<file path="config.mk">
export PLATFORM = sky130hd
export DESIGN_NAME = opb_master_arb_flat
export DESIGN_NICKNAME = d
export VERILOG_FILES = /design/src/rtl/opb_master_arb_if.sv /design/src/rtl/opb_master_arb.sv /design/src/flat_wrapper.sv
export SDC_FILE = /design/constraint.sdc
export NUM_CORES = 1
export LEC_CHECK = 0
export ABC_AREA = 1
export BUFFER_PORTS_ARGS = -buffer_cell sky130_fd_sc_hd__buf_2
export CAP_MARGIN = 15
export CORE_ASPECT_RATIO = 0.9
export CORE_MARGIN = 5
export CORE_UTILIZATION = 40
export DETAILED_ROUTE_END_ITERATION = 8
export HOLD_SLACK_MARGIN = 0.03
export MAX_ROUTING_LAYER = met4
export PLACE_DENSITY_LB_ADDON = 0.3
export SLEW_MARGIN = 40
export SYNTH_ARGS = -nofsm -noshare
export SYNTH_HDL_FRONTEND = slang
export SYNTH_SLANG_ARGS = --single-unit
</file>
<file path="constraint.sdc">
create_clock -name opb_clk -period 3 [get_ports opb_clk]
set_input_delay 0.3 -clock opb_clk [delete_from_list [all_inputs] [get_ports opb_clk]]
set_output_delay 0.3 -clock opb_clk [all_outputs]
set_load 0.05 [all_outputs]
</file>
<file path="src/rtl/opb_master_arb_if.sv">
`default_nettype none
// ============================================================================
//  Module      : opb_master_arb_if
//  Description : Bundles the two requester channels and the shared OPB master
//                signals of opb_master_arb.
//  Revision    : 1.0 - initial release
// ============================================================================
interface opb_master_arb_if;
   // requester side
   logic        m0_req;
   logic        m1_req;
   logic        m0_we;
   logic        m1_we;
   logic [31:0] m0_addr;
   logic [31:0] m1_addr;
   logic [31:0] m0_do;
   logic [31:0] m1_do;
   logic        m0_gnt;
   logic        m1_gnt;
   logic        m0_done;
   logic        m1_done;
   logic        m0_err;
   logic        m1_err;
   logic [31:0] m0_di;
   logic [31:0] m1_di;
   // OPB side
   logic [31:0] opb_addr;
   logic [31:0] opb_do;
   logic [31:0] opb_di;
   logic        opb_we;
   logic        opb_re;
   logic        opb_ack;
   logic        busy;

   // arbiter view
   modport master (
      input  m0_req, m1_req, m0_we, m1_we, m0_addr, m1_addr, m0_do, m1_do,
      input  opb_di, opb_ack,
      output m0_gnt, m1_gnt, m0_done, m1_done, m0_err, m1_err, m0_di, m1_di,
      output opb_addr, opb_do, opb_we, opb_re, busy
   );

   // requesters + slave view
   modport slave (
      output m0_req, m1_req, m0_we, m1_we, m0_addr, m1_addr, m0_do, m1_do,
      output opb_di, opb_ack,
      input  m0_gnt, m1_gnt, m0_done, m1_done, m0_err, m1_err, m0_di, m1_di,
      input  opb_addr, opb_do, opb_we, opb_re, busy
   );
endinterface
`default_nettype wire

</file>
<file path="src/rtl/opb_master_arb.sv">
`default_nettype none
// ============================================================================
//  Module      : opb_master_arb
//  Description : Round-robin arbiter sharing one OPB master port between two
//                requesters; one transfer at a time, ACK wait bounded by a
//                timeout counted in PULSE_2KHZ rising edges.
//  Revision    : 1.0 - initial release
// ============================================================================
module opb_master_arb #(
   parameter int unsigned TIMEOUT_TICKS = 200   // 1..65535
) (
   input  logic             opb_clk,
   input  logic             opb_rst_n,
   input  logic             pulse_2khz,
   opb_master_arb_if.master bus
);

   typedef enum logic [1:0] {
      ST_IDLE = 2'd0,
      ST_XFER = 2'd1,
      ST_DONE = 2'd2
   } state_t;

   localparam logic [15:0] C_TIMEOUT = 16'(TIMEOUT_TICKS);

   state_t      r_state;
   state_t      w_state_nxt;
   logic        r_last_grant;   // 1 = M1 owned the previous transfer
   logic        r_owner;        // 1 = M1 owns the current transfer
   logic        r_pulse_d;
   logic [15:0] r_tick_cnt;
   logic [15:0] w_tick_cnt_nxt;
   logic        w_pulse_rise;
   logic        w_grant;
   logic        w_grant_m1;
   logic        w_ack;
   logic        w_timeout;
   logic        w_sel_we;
   logic [31:0] w_sel_addr;
   logic [31:0] w_sel_do;

   // Next-state, arbitration and timeout decode
   always_comb begin
      w_state_nxt    = r_state;
      w_grant        = 1'b0;
      w_grant_m1     = 1'b0;
      w_ack          = 1'b0;
      w_timeout      = 1'b0;
      w_pulse_rise   = pulse_2khz & ~r_pulse_d;
      w_tick_cnt_nxt = r_tick_cnt;
      if (w_pulse_rise && (r_tick_cnt != C_TIMEOUT)) begin
         w_tick_cnt_nxt = r_tick_cnt + 16'd1;
      end
      case (r_state)
         ST_IDLE: begin
            if (bus.m0_req || bus.m1_req) begin
               w_grant     = 1'b1;
               // M1 wins when alone, or when both ask and M0 went last
               w_grant_m1  = bus.m1_req && (!bus.m0_req || !r_last_grant);
               w_state_nxt = ST_XFER;
            end
         end
         ST_XFER: begin
            // the edge that reaches the limit already times out; ACK wins a tie
            w_ack     = bus.opb_ack;
            w_timeout = !bus.opb_ack && (w_tick_cnt_nxt == C_TIMEOUT);
            if (w_ack || w_timeout) begin
               w_state_nxt = ST_DONE;
            end
         end
         ST_DONE: w_state_nxt = ST_IDLE;
         default: w_state_nxt = ST_IDLE;
      endcase
   end

   assign w_sel_we   = w_grant_m1 ? bus.m1_we   : bus.m0_we;
   assign w_sel_addr = w_grant_m1 ? bus.m1_addr : bus.m0_addr;
   assign w_sel_do   = w_grant_m1 ? bus.m1_do   : bus.m0_do;

   // State register
   always_ff @(posedge opb_clk or negedge opb_rst_n) begin
      if (!opb_rst_n) begin
         r_state <= ST_IDLE;
      end else begin
         r_state <= w_state_nxt;
      end
   end

   // Registered bus strobes, grants, completion status and read data
   always_ff @(posedge opb_clk or negedge opb_rst_n) begin
      if (!opb_rst_n) begin
         r_last_grant <= 1'b1;
         r_owner      <= 1'b0;
         r_pulse_d    <= 1'b0;
         r_tick_cnt   <= 16'd0;
         bus.m0_gnt   <= 1'b0;
         bus.m1_gnt   <= 1'b0;
         bus.m0_done  <= 1'b0;
         bus.m1_done  <= 1'b0;
         bus.m0_err   <= 1'b0;
         bus.m1_err   <= 1'b0;
         bus.m0_di    <= 32'd0;
         bus.m1_di    <= 32'd0;
         bus.opb_addr <= 32'd0;
         bus.opb_do   <= 32'd0;
         bus.opb_we   <= 1'b0;
         bus.opb_re   <= 1'b0;
         bus.busy     <= 1'b0;
      end else begin
         r_pulse_d   <= pulse_2khz;
         bus.m0_done <= 1'b0;
         bus.m1_done <= 1'b0;
         bus.m0_err  <= 1'b0;
         bus.m1_err  <= 1'b0;
         bus.busy    <= (w_state_nxt != ST_IDLE);

         if (w_grant) begin
            r_owner      <= w_grant_m1;
            r_last_grant <= w_grant_m1;
            r_tick_cnt   <= 16'd0;
            bus.m0_gnt   <= !w_grant_m1;
            bus.m1_gnt   <= w_grant_m1;
            bus.opb_we   <= w_sel_we;
            bus.opb_re   <= !w_sel_we;
            bus.opb_addr <= w_sel_addr;
            bus.opb_do   <= w_sel_do;
         end

         if (r_state == ST_XFER) begin
            r_tick_cnt <= w_tick_cnt_nxt;
            if (w_ack || w_timeout) begin
               bus.opb_we <= 1'b0;
               bus.opb_re <= 1'b0;
               if (r_owner) begin
                  bus.m1_done <= 1'b1;
                  bus.m1_err  <= w_timeout;
                  if (bus.opb_re) begin
                     bus.m1_di <= w_ack ? bus.opb_di : 32'hFFFF_FFFF;
                  end
               end else begin
                  bus.m0_done <= 1'b1;
                  bus.m0_err  <= w_timeout;
                  if (bus.opb_re) begin
                     bus.m0_di <= w_ack ? bus.opb_di : 32'hFFFF_FFFF;
                  end
               end
            end
         end

         if (r_state == ST_DONE) begin
            bus.m0_gnt <= 1'b0;
            bus.m1_gnt <= 1'b0;
         end
      end
   end

endmodule
`default_nettype wire

</file>
<file path="src/flat_wrapper.sv">
// flat-port wrapper written by rule: the top's interface ports become plain ports
module opb_master_arb_flat 
#(
   parameter int unsigned TIMEOUT_TICKS = 200              
)
  (opb_clk, opb_rst_n, pulse_2khz, bus_m0_req, bus_m1_req, bus_m0_we, bus_m1_we, bus_m0_addr, bus_m1_addr, bus_m0_do, bus_m1_do, bus_opb_di, bus_opb_ack, bus_m0_gnt, bus_m1_gnt, bus_m0_done, bus_m1_done, bus_m0_err, bus_m1_err, bus_m0_di, bus_m1_di, bus_opb_addr, bus_opb_do, bus_opb_we, bus_opb_re, bus_busy);
  opb_master_arb_if bus_i ();
  input  logic opb_clk;
  input  logic opb_rst_n;
  input  logic pulse_2khz;
  input wire logic [$bits(bus_i.m0_req)-1:0] bus_m0_req;
  input wire logic [$bits(bus_i.m1_req)-1:0] bus_m1_req;
  input wire logic [$bits(bus_i.m0_we)-1:0] bus_m0_we;
  input wire logic [$bits(bus_i.m1_we)-1:0] bus_m1_we;
  input wire logic [$bits(bus_i.m0_addr)-1:0] bus_m0_addr;
  input wire logic [$bits(bus_i.m1_addr)-1:0] bus_m1_addr;
  input wire logic [$bits(bus_i.m0_do)-1:0] bus_m0_do;
  input wire logic [$bits(bus_i.m1_do)-1:0] bus_m1_do;
  input wire logic [$bits(bus_i.opb_di)-1:0] bus_opb_di;
  input wire logic [$bits(bus_i.opb_ack)-1:0] bus_opb_ack;
  output wire logic [$bits(bus_i.m0_gnt)-1:0] bus_m0_gnt;
  output wire logic [$bits(bus_i.m1_gnt)-1:0] bus_m1_gnt;
  output wire logic [$bits(bus_i.m0_done)-1:0] bus_m0_done;
  output wire logic [$bits(bus_i.m1_done)-1:0] bus_m1_done;
  output wire logic [$bits(bus_i.m0_err)-1:0] bus_m0_err;
  output wire logic [$bits(bus_i.m1_err)-1:0] bus_m1_err;
  output wire logic [$bits(bus_i.m0_di)-1:0] bus_m0_di;
  output wire logic [$bits(bus_i.m1_di)-1:0] bus_m1_di;
  output wire logic [$bits(bus_i.opb_addr)-1:0] bus_opb_addr;
  output wire logic [$bits(bus_i.opb_do)-1:0] bus_opb_do;
  output wire logic [$bits(bus_i.opb_we)-1:0] bus_opb_we;
  output wire logic [$bits(bus_i.opb_re)-1:0] bus_opb_re;
  output wire logic [$bits(bus_i.busy)-1:0] bus_busy;
  assign bus_i.m0_req = bus_m0_req;
  assign bus_i.m1_req = bus_m1_req;
  assign bus_i.m0_we = bus_m0_we;
  assign bus_i.m1_we = bus_m1_we;
  assign bus_i.m0_addr = bus_m0_addr;
  assign bus_i.m1_addr = bus_m1_addr;
  assign bus_i.m0_do = bus_m0_do;
  assign bus_i.m1_do = bus_m1_do;
  assign bus_i.opb_di = bus_opb_di;
  assign bus_i.opb_ack = bus_opb_ack;
  assign bus_m0_gnt = bus_i.m0_gnt;
  assign bus_m1_gnt = bus_i.m1_gnt;
  assign bus_m0_done = bus_i.m0_done;
  assign bus_m1_done = bus_i.m1_done;
  assign bus_m0_err = bus_i.m0_err;
  assign bus_m1_err = bus_i.m1_err;
  assign bus_m0_di = bus_i.m0_di;
  assign bus_m1_di = bus_i.m1_di;
  assign bus_opb_addr = bus_i.opb_addr;
  assign bus_opb_do = bus_i.opb_do;
  assign bus_opb_we = bus_i.opb_we;
  assign bus_opb_re = bus_i.opb_re;
  assign bus_busy = bus_i.busy;
  opb_master_arb #(.TIMEOUT_TICKS(TIMEOUT_TICKS)) u_core (.opb_clk(opb_clk), .opb_rst_n(opb_rst_n), .pulse_2khz(pulse_2khz), .bus(bus_i));
endmodule
</file>
==> reports/results.tsv <==
stage	metric	value	unit
run_status	status	complete, no violations	
pwr	seqPwrFrac	29.2	%
worst_setup_path	cp_slowest_cell	dfrtp_1	
detailed_routing	vias_per_cell	4.98	
sta	fmax	0.360	GHz
clock_tree	cts_root_buffer	clkbuf_16	
floorplanning	initial_utilization	41.0	%
finish	nNetsFinal	1440	
floorplanning	die_x	155	microns
pwr	power.internal	5630	uW
sta	setup_ws	0.224	ns
detailed_routing	routed_wirelength	24900	microns
detailed_routing	drcViolationCount	0	
placement	place_hpwl	18000	microns
worst_hold_path	hold_class	input pin to flip-flop	
clock_tree	clk_pin_slew	0.07	ns
finish	fill_cells	1796	
finish	final_common_cell	nand2_1	
floorplanning	num_rows	47	
floorplanning	design.core.area	18600	sq um
placement	port_buffers	304	
clock_tree	cts_buffer_depth	2	
sta	slew_headroom	52.4	%
floorplanning	die_h	141	microns
grt	grt_pass1_vias	7430	
sta	period_needed	2.78	ns
pwr	p_leak	0.00522	uW
finish	ff_latch_area	3960	sq um
worst_setup_path	cpLargestDelayFamily	simple AND/OR/NAND/NOR gates	
detailed_routing	dr_total_vias	7619	
detailed_routing	first_iter_violations	461	
synthesis	synth_cells	985	
sta	final-setup-viol-count	0	
clock_tree	cts_buffers	17	
grt	grt_pass1_wl	39300	microns
worst_setup_path	crit_type	flip-flop to flip-flop	
sta	drv_slew	0	
job	drv_cap	0	
worst_setup_path	cp_common_cell	nand2_1	
grt	antenna_found_initial	2	
synthesis	yosys_warnings	0	
clock_tree	htreeDepth	4	
detailed_routing	ant_nets	0	
clock_tree	cts_tree	built	
worst_setup_path	cp-start-kind	flip-flop	
worst_setup_path	critPathBufInv	3	
floorplanning	die-area	21900	sq um
sta	hold_viol	0	
synthesis	ys_seq_area_share	51.9	%
sta	skew	0.0101	ns
finish	final_cell_mix	nand2_1, buf_2, dfrtp_1	
synthesis	ys_ff_latch	158	
placement	postPlaceCellArea	9330	sq um
pwr	p_comb_share	54.6	%
synthesis	yosysUniqueCellTypes	29	
synthesis	synth_nets	1155	
grt	gr-total-overflow	0	
placement	dpl_worst_slack	0.120	ns
clock_tree	cts_sinks	158	
finish	area_delta_synth_final	30.6	%
synthesis	netlist_top_cells_area	dfrtp_1, nand2_1, o21ai_0	
synthesis	synth_top_area_cell	dfrtp_1	
finish	multi_input_area	3190	sq um
pwr	switchingPower	6860	uW
pwr	p_clk_share	16.2	%
worst_setup_path	cp-end-kind	flip-flop	
clock_tree	clk_latency	0.43	ns
worst_setup_path	cp.required	3.31	ns
pwr	max-vdd-ir-drop	580	uV
sta	period_share	92.5	%
worst_setup_path	slowest_delay	0.41	ns
finish	final_cell_area	9950	sq um
grt	grt_max_degree	77	
detailed_routing	dr.pass1.iters	5	
synthesis	avgSynthCellArea	7.74	sq um
grt	grt_usage	22.9	%
worst_setup_path	cp_cell_sequence	inv_1, ha_1, inv_1, nor2_1, nand2_1, nor2_1, a21oi_4, nand2_1, nand2_1, nor2_1, nand2_1, nor2_1, nand2_2, nand2_2, nand2_4, buf_6, o21ai_0, nand2_1	
worst_setup_path	crit_arrival	3.08	ns
synthesis	synth_top_area_share	51.6	%
pwr	swShare	54.9	%
pwr	power_density	1260	nW/um^2
finish	final_layout_size_suffix_gt1_share	29.2	%
placement	gp_congestion	0.934	
synthesis	synth.cell_area	7620	sq um
floorplanning	ios	305	
detailed_routing	wl_per_cell	16.3	microns
worst_setup_path	crit_path_max_fanout	19	
sta	worstMarginPinSlew	0.714	ns
==> power groups by stage <==
| stage | Clock, uW | Combinational (uW) | Sequential (uW) |
|---|---|---|---|
| finish | 2030 | 6820 | 3650 |
| global route | 2160 | 7280 | 3760 |
| CTS | 2070 | 6840 | 3640 |
| detailed placement | 0 | 6840 | 3660 |
| global placement | 0 | 6770 | 3660 |
| floorplan | 0 | 1940 | 6680 |
==> through the flow <==
step	power, uW	hold WS [ns]	setup TNS (ns)	utilization, %	std cells
2_1_floorplan	8620	0.00441	0	-	985
3_3_place_gp	10400	0.378	0	50.2	1492
3_5_place_dp	10500	0.383	0	50.2	1492
4_1_cts	12600	0.120	0	53.3	1526
5_1_grt	13200	0.123	-0.0514	53.6	1530
6_report	12500	0.138	0	53.6	1530
==> tightest hold or removal path, stage by stage <==
cell and delay (ns):
buf_2 0.07, nor2_1 0.03, o21ai_0 0.12
==> sequential cells by signal, summed over array words and instances, names as in the netlist, 2 cells and up <==
name / cells
u_core.bus.m1_di: 32
u_core.bus.opb_do: 32
u_core.r_state: 2
u_core.r_tick_cnt: 16
u_core.bus.opb_addr: 32
u_core.bus.m0_di: 32
==> Yosys cell counts, drive strengths merged <==
library cell and instances:
nand3 20, inv 63, o21ai 176, ha 2, a21oi 3, xor2 6, nor3 2, nand4 39
nand2 332, clkinv 1, dfstp 1, buf 20, clkbuf 39, o22ai 6, nor2 116, nor4 1
dfrtp 157, a211oi 1
==> metal layers <==
layer | vias up | track usage (%) | share of wire (%)
met4 | 0 | 6.91 | 2.1
met3 | 32 | 5.95 | 7.5
met5 | - | - | 0
li1 | 3743 | - | -
met2 | 276 | 36.2 | 48
met1 | 3568 | 29.1 | 42
==> repair_timing <==
action / CTS / global route
setup endpoints to repair: 0 / 34
hold buffers: 2 / 0
setup buffers: 0 / 1
resized for setup: 0 / 4
endpoints found under the hold margin: 73 / 0
==> path summary, 6_finish.rpt <==
path,start,endpoint,slack [ns],depth (start not counted)
worst max-delay path,u_core.r_tick_cnt[0]$_DFFE_PN0P_,u_core.bus.m1_di[0]$_DFFE_PN0P_,0.22,18
worst min-delay path,bus_m0_do[28],u_core.bus.opb_do[28]$_DFFE_PN0P_,0.14,3
worst max register to register,u_core.r_tick_cnt[0]$_DFFE_PN0P_,u_core.bus.m1_di[0]$_DFFE_PN0P_,0.22,18
worst min register to register,u_core.r_last_grant$_DFFE_PN1P_,u_core.r_last_grant$_DFFE_PN1P_,0.47,2
max in group asynchronous,opb_rst_n,u_core.bus.opb_addr[11]$_DFFE_PN0P_,1.68,3
min in group asynchronous,opb_rst_n,u_core.bus.m0_di[8]$_DFFE_PN0P_,0.44,2
==> kinds of logic (layout without fill, tap and decap cells) <==
| kind of cell | after synthesis | count (layout) | share of synthesized area [%] |
|---|---|---|---|
| AO/OA/AOI/OAI | 186 | 186 | 12.5 |
| XOR/XNOR | 6 | 6 | 0.690 |
| adder cells (fa/ha/maj) | 2 | 2 | 0.328 |
| buffers and inverters | 123 | 420 | 6.91 |
| flip-flops | 158 | 158 | 51.9 |
| other | 0 | 2 | 0 |
| AND/OR/NAND/NOR | 510 | 511 | 27.6 |
==> layout make-up <==
| cell class | count | share of cell area [%] |
|---|---|---|
| sequential | 158 | 39.7 |
| multi-input combinational | 705 | 32.0 |
| timing repair buffer | 324 | 17.2 |
| clock buffer | 19 | 4.45 |
| tap | 245 | 3.08 |
| inverter | 64 | 2.41 |
| clock inverter | 13 | 1.04 |
| antenna | 2 | 0.0503 |
Power figures use the tool's default switching activity.
